$ cat config.mk
export PLATFORM = sky130hd
export DESIGN_NAME = stopwatch_time_state_flat
export DESIGN_NICKNAME = d
export VERILOG_FILES = /design/src/rtl/stopwatch_time_state_if.sv /design/src/rtl/stopwatch_time_state.sv /design/src/flat_wrapper.sv
export SDC_FILE = /design/constraint.sdc
export NUM_CORES = 1
export LEC_CHECK = 0
export CAP_MARGIN = 20
export CORE_MARGIN = 5
export CORE_UTILIZATION = 55
export DETAILED_ROUTE_END_ITERATION = 7
export PLACE_DENSITY = 0.92
export SLEW_MARGIN = 10
export SYNTH_ARGS = -nofsm -noshare
export SYNTH_HDL_FRONTEND = slang
export SYNTH_SLANG_ARGS = --single-unit
$ cat constraint.sdc
create_clock -name clk -period 4.7 [get_ports clk]
set_input_delay 0.94 -clock clk [delete_from_list [all_inputs] [get_ports clk]]
set_output_delay 0.94 -clock clk [all_outputs]
set_load 0.005 [all_outputs]
$ cat src/rtl/stopwatch_time_state_if.sv
// Signal bundle between the stopwatch time-state stage, its input conditioning,
// the next-time computation stage and the display stage.
interface stopwatch_time_state_if;
  logic [1:0] switches;
  logic       pause_pulse;
  logic       clear_pulse;
  logic [5:0] next_seconds;
  logic [5:0] next_minutes;
  logic [5:0] current_seconds;
  logic [5:0] current_minutes;
  logic [1:0] switches_sync;
  logic       paused;
  logic       blink;
  logic       tick;

  modport master (
    output switches, pause_pulse, clear_pulse, next_seconds, next_minutes,
    input  current_seconds, current_minutes, switches_sync, paused, blink, tick
  );

  modport slave (
    input  switches, pause_pulse, clear_pulse, next_seconds, next_minutes,
    output current_seconds, current_minutes, switches_sync, paused, blink, tick
  );
endinterface

$ cat src/rtl/stopwatch_time_state.sv
// Stopwatch time-state stage: switch synchronizer, run/pause FSM, 1 Hz / 2 Hz
// advance divider, registered minutes/seconds and adjust-mode blink enable.
module stopwatch_time_state #(
  parameter int DIV_1HZ = 100000000
) (
  input  logic                 clk,
  input  logic                 rst,
  stopwatch_time_state_if.slave sw
);
  localparam int CNT_W = $clog2(DIV_1HZ);
  localparam logic [CNT_W-1:0] TERM_RUN = CNT_W'(DIV_1HZ - 1);
  localparam logic [CNT_W-1:0] TERM_ADJ = CNT_W'(DIV_1HZ / 2 - 1);

  typedef enum logic {S_RUN = 1'b0, S_PAUSE = 1'b1} state_t;

  state_t           r_state;
  state_t           w_state_nxt;
  logic             w_paused;
  logic [1:0]       r_sw_p0;
  logic [1:0]       r_sw_p1;
  logic             r_adj_prev;
  logic [CNT_W-1:0] r_cnt;
  logic [5:0]       r_sec;
  logic [5:0]       r_min;
  logic             r_blink;
  logic             w_adj;
  logic             w_adj_chg;
  logic             w_counting;
  logic             w_terminal;
  logic             w_tick;

  function automatic logic [5:0] sat_time(input logic [5:0] v);
    return (v > 6'd59) ? 6'd0 : v;
  endfunction

  // Stage p0/p1: two-flop synchronizer on the raw slide switches
  always_ff @(posedge clk) begin
    if (rst) begin
      r_sw_p0 <= 2'b00;
      r_sw_p1 <= 2'b00;
    end else begin
      r_sw_p0 <= sw.switches;
      r_sw_p1 <= r_sw_p0;
    end
  end

  assign w_adj      = r_sw_p1[1];
  assign w_adj_chg  = w_adj ^ r_adj_prev;
  assign w_counting = w_adj | (r_state == S_RUN);
  // >= so that a count left above the shorter adjust period still terminates
  assign w_terminal = r_cnt >= (w_adj ? TERM_ADJ : TERM_RUN);
  assign w_tick     = w_counting & w_terminal & ~w_adj_chg & ~sw.clear_pulse & ~rst;

  always_ff @(posedge clk) begin
    if (rst) r_state <= S_RUN;
    else     r_state <= w_state_nxt;
  end

  always_comb begin
    w_state_nxt = r_state;
    w_paused    = (r_state == S_PAUSE);
    if (sw.pause_pulse) w_state_nxt = (r_state == S_RUN) ? S_PAUSE : S_RUN;
  end

  // Divider: restarts on clear or on a mode change, holds while not counting
  always_ff @(posedge clk) begin
    if (rst) begin
      r_cnt      <= '0;
      r_adj_prev <= 1'b0;
    end else begin
      r_adj_prev <= w_adj;
      if (sw.clear_pulse || w_adj_chg) r_cnt <= '0;
      else if (w_counting)             r_cnt <= w_terminal ? '0 : r_cnt + 1'b1;
    end
  end

  // Time register: loads the computation stage result on tick, out-of-range fields become 0
  always_ff @(posedge clk) begin
    if (rst || sw.clear_pulse) begin
      r_sec <= 6'd0;
      r_min <= 6'd0;
    end else if (w_tick) begin
      r_sec <= sat_time(sw.next_seconds);
      r_min <= sat_time(sw.next_minutes);
    end
  end

  always_ff @(posedge clk) begin
    if (rst || !w_adj) r_blink <= 1'b1;
    else if (w_tick)   r_blink <= ~r_blink;
  end

  assign sw.current_seconds = r_sec;
  assign sw.current_minutes = r_min;
  assign sw.switches_sync   = r_sw_p1;
  assign sw.paused          = w_paused;
  assign sw.blink           = r_blink | ~w_adj;
  assign sw.tick            = w_tick;
endmodule
$ cat src/flat_wrapper.sv
// flat-port wrapper written by rule: the top's interface ports become plain ports
module stopwatch_time_state_flat 
#(
  parameter int DIV_1HZ = 100000000
)
  (clk, rst, sw_switches, sw_pause_pulse, sw_clear_pulse, sw_next_seconds, sw_next_minutes, sw_current_seconds, sw_current_minutes, sw_switches_sync, sw_paused, sw_blink, sw_tick);
  stopwatch_time_state_if sw_i ();
  input  logic clk;
  input  logic rst;
  input wire logic [$bits(sw_i.switches)-1:0] sw_switches;
  input wire logic [$bits(sw_i.pause_pulse)-1:0] sw_pause_pulse;
  input wire logic [$bits(sw_i.clear_pulse)-1:0] sw_clear_pulse;
  input wire logic [$bits(sw_i.next_seconds)-1:0] sw_next_seconds;
  input wire logic [$bits(sw_i.next_minutes)-1:0] sw_next_minutes;
  output wire logic [$bits(sw_i.current_seconds)-1:0] sw_current_seconds;
  output wire logic [$bits(sw_i.current_minutes)-1:0] sw_current_minutes;
  output wire logic [$bits(sw_i.switches_sync)-1:0] sw_switches_sync;
  output wire logic [$bits(sw_i.paused)-1:0] sw_paused;
  output wire logic [$bits(sw_i.blink)-1:0] sw_blink;
  output wire logic [$bits(sw_i.tick)-1:0] sw_tick;
  assign sw_i.switches = sw_switches;
  assign sw_i.pause_pulse = sw_pause_pulse;
  assign sw_i.clear_pulse = sw_clear_pulse;
  assign sw_i.next_seconds = sw_next_seconds;
  assign sw_i.next_minutes = sw_next_minutes;
  assign sw_current_seconds = sw_i.current_seconds;
  assign sw_current_minutes = sw_i.current_minutes;
  assign sw_switches_sync = sw_i.switches_sync;
  assign sw_paused = sw_i.paused;
  assign sw_blink = sw_i.blink;
  assign sw_tick = sw_i.tick;
  stopwatch_time_state #(.DIV_1HZ(DIV_1HZ)) u_core (.clk(clk), .rst(rst), .sw(sw_i));
endmodule
==> impl_metrics.json <==
{
  "final_util_pct": 71.0,
  "synth_most_common_cell": "dfxtp_1",
  "vias": 1706,
  "diodes": 0,
  "syn_area_per_cell_um2": 8.87,
  "numClockSinks": 46,
  "detailedRoute.firstIterationViolations": 69,
  "p_sw_share_pct": 21.7,
  "grt_start_max_net_pins": 26,
  "cp-start-kind": "flip-flop",
  "drc_errors": 0,
  "syn-num-nets": 270,
  "synth_seq_cells": 46,
  "holdPathStages": 1,
  "initial_core_util_pct": 57.8,
  "synthCells": 242,
  "clockRootBuffer": "clkbuf_8",
  "firstDrtPassIters": 4,
  "worstSetupPathType": "flip-flop to primary output",
  "required_ns": 3.76,
  "synthTopCellsByArea": "dfxtp_1 (43%), nand2_1 (7.3%), xor2_1 (6.5%)",
  "drv_cap": 0,
  "synth.largest_area_cell": "dfxtp_1",
  "fmax_mhz": 258,
  "die-area_um2": 5250,
  "wl_per_cell_um": 12.8,
  "p_switching_uw": 160,
  "hold_path.class": "flip-flop to flip-flop",
  "synth_area_um2": 2150,
  "via_per_inst": 5.19,
  "grt_pass1_wl_um": 7180,
  "crit_chain": "inv_1 -> ha_1 -> a21o_1 -> a21oi_1 -> nor4b_1 -> a22o_1 -> nor3_2 -> clkdlybuf4s50_1",
  "post-place-cells": 321,
  "antenna_left": 0,
  "core_um2": 3720,
  "ff2ff_path_depth": 8,
  "ios": 35,
  "place_hpwl_um": 3180,
  "synth_cell_types": 36,
  "crit_path_max_fanout": 11,
  "min_period_ns": 3.88,
  "ys_seq_area_share_pct": 42.9,
  "synth_top_area_share_pct": 42.9,
  "cpMaxStageDelayCell": "dfxtp_1",
  "outcome": "complete, no violations",
  "worst_path_largest_cell_delay_ns": 0.59,
  "h-tree-depth": 2,
  "tightest_slew_ns": 1.02,
  "synth_top_family_by_area": "simple AND/OR/NAND/NOR gates",
  "multi_input_area_um2": 1170,
  "synth_compound_area_share_pct": 3.96,
  "first_global_vias": 1702,
  "track_usage_pct": 17.6,
  "dpl_cell_area_um2": 2530,
  "pre_cts_slack_ns": 1.16,
  "post-route-period-util_pct": 82.6,
  "rrSetupSlack_ns": 1.71,
  "yosys-top-cells-count": "dfxtp_1 (46), nand2_1 (42), nor2_1 (36)",
  "numPortBuffers": 34,
  "slew_viol_final": 0,
  "peakVddDrop_v": 0.000263,
  "hold_path_end": "u_core.sw.switches_sync[1]",
  "pwr-share-clk_pct": 39.8,
  "dieHeight_um": 72.5,
  "cts_tree": "done",
  "postCtsSetupBuffers": 0,
  "hold_slack_ns": 0.447,
  "synth_xor_area_share_pct": 11.0,
  "nFillCells": 294,
  "slew_headroom_pct": 31.9,
  "setup_viol": 0,
  "hold_viol_final": 0,
  "internal_power_uw": 575,
  "synthMuxAreaShare_pct": 6.12,
  "critPathTopFamily": "buffers and inverters",
  "routabilityCongestion": 0.799,
  "cts_resized": 0,
  "ys_warn_count": 0,
  "synth-simple-area-share_pct": 27.6,
  "cts_hold_buf": 0,
  "seq_power_share_pct": 54.1,
  "critPathArrivalTime_ns": 2.94,
  "tns_ns": 0,
  "seq_area_um2": 921,
  "stdcell_area_um2": 2640,
  "clkLatencyLatePin_ns": 0.31,
  "synth_ff_type": "dfxtp_1",
  "drive_above_1_share_pct": 7.83,
  "area_growth_pct": 23.0,
  "cts_buffers": 5,
  "finalWirelength_um": 4220,
  "rr_startpoint": "u_core.sw.switches_sync[1]",
  "nets": 308,
  "pwr_density_cell_nw_per_um2": 278,
  "setup_slack_ns": 0.818,
  "rsz0062_at_grt": "false",
  "timing.rr.end": "u_core.r_cnt[6]",
  "fp-row-count": 22,
  "synth_edf_count": 0,
  "leakagePower_nw": 0.917,
  "fp.dieW_um": 72.5,
  "fin_cells": 329,
  "worstPathBufferInverterCount": 2,
  "path_clk_slew_ns": 0.08,
  "comb_power_share_pct": 6.1,
  "finalClockSkew_ns": 0.00365,
  "async_flop_share_pct": 0,
  "cts.path.max_buffers": 2,
  "synthAdderAreaFrac_pct": 5.83,
  "power.total_uw": 735,
  "critPathCaptureType": "primary output",
  "min-delay-start": "u_core.r_sw_p0[1]",
  "antenna_found_initial": 0,
  "grt_overflow": 0
}
## power groups by stage
| stage | registers (mW) | logic [mW] | clock network [mW] |
|---|---|---|---|
| after global placement | 0.406 | 0.0443 | 0 |
| final | 0.397 | 0.0451 | 0.292 |
| after global routing | 0.399 | 0.0497 | 0.316 |
| after CTS | 0.398 | 0.0455 | 0.301 |
| after detailed placement | 0.407 | 0.0452 | 0 |
| after floorplan | 0.406 | 0.0215 | 0 |
## logic make-up after synthesis
logic type,count (synthesis)
mux,13
xor+xnor,27
compound gates,13
simple gates,123
fa+ha+maj,10
buf+inv,10
flops,46
## cell usage in the layout (no fill, tap or decap), drive strengths merged, types with 5 or more instances in the layout
cell type      instances
nor2                  38
xnor2                 11
nand2                 42
nor2b                  5
clkdlybuf4s50         34
clkbuf                 5
nand3                 12
mux2i                 12
nand4                  6
ha                    10
dfxtp                 46
xor2                  16
inv                    5
a21oi                  7
## routing by layer
metal  global-route usage, %  part of all wire [%]
met5                       0                     0
met4                    8.40                   2.2
met3                    3.74                   3.0
met2                    31.3                    50
met1                    19.9                    44
## worst max path at each step
| stage | slack (ns) | end | from | cells past startpoint |
|---|---|---|---|---|
| floorplan | 1.59 | sw_tick | u_core.sw.switches_sync[1] | 8 |
| global placement | 1.22 | sw_tick | rst | 5 |
| detailed placement | 1.16 | sw_tick | rst | 5 |
| CTS | 0.81 | sw_tick | u_core.sw.switches_sync[1] | 8 |
| global route | 0.56 | sw_tick | u_core.sw.switches_sync[1] | 8 |
| finish | 0.82 | sw_tick | u_core.sw.switches_sync[1] | 8 |
## registers in the layout, indices dropped and copies added, names as in the netlist
| name | cells |
|---|---|
| u_core.sw.switches_sync | 2 |
| u_core.r_blink | 1 |
| u_core.r_sw_p0 | 2 |
| u_core.sw.current_seconds | 6 |
| u_core.sw.current_minutes | 6 |
| u_core.r_adj_prev | 1 |
| u_core.sw.paused | 1 |
| u_core.r_cnt | 27 |
## layout make-up
class / count / area share [%]
Clock inverter: 3 / 1.71
Timing Repair Buffer: 36 / 13.5
Sequential cell: 46 / 34.9
Inverter: 5 / 0.711
Tap cell: 48 / 2.27
Multi-Input combinational cell: 186 / 44.4
Clock buffer: 5 / 2.61
Power figures use the tool's default switching activity.
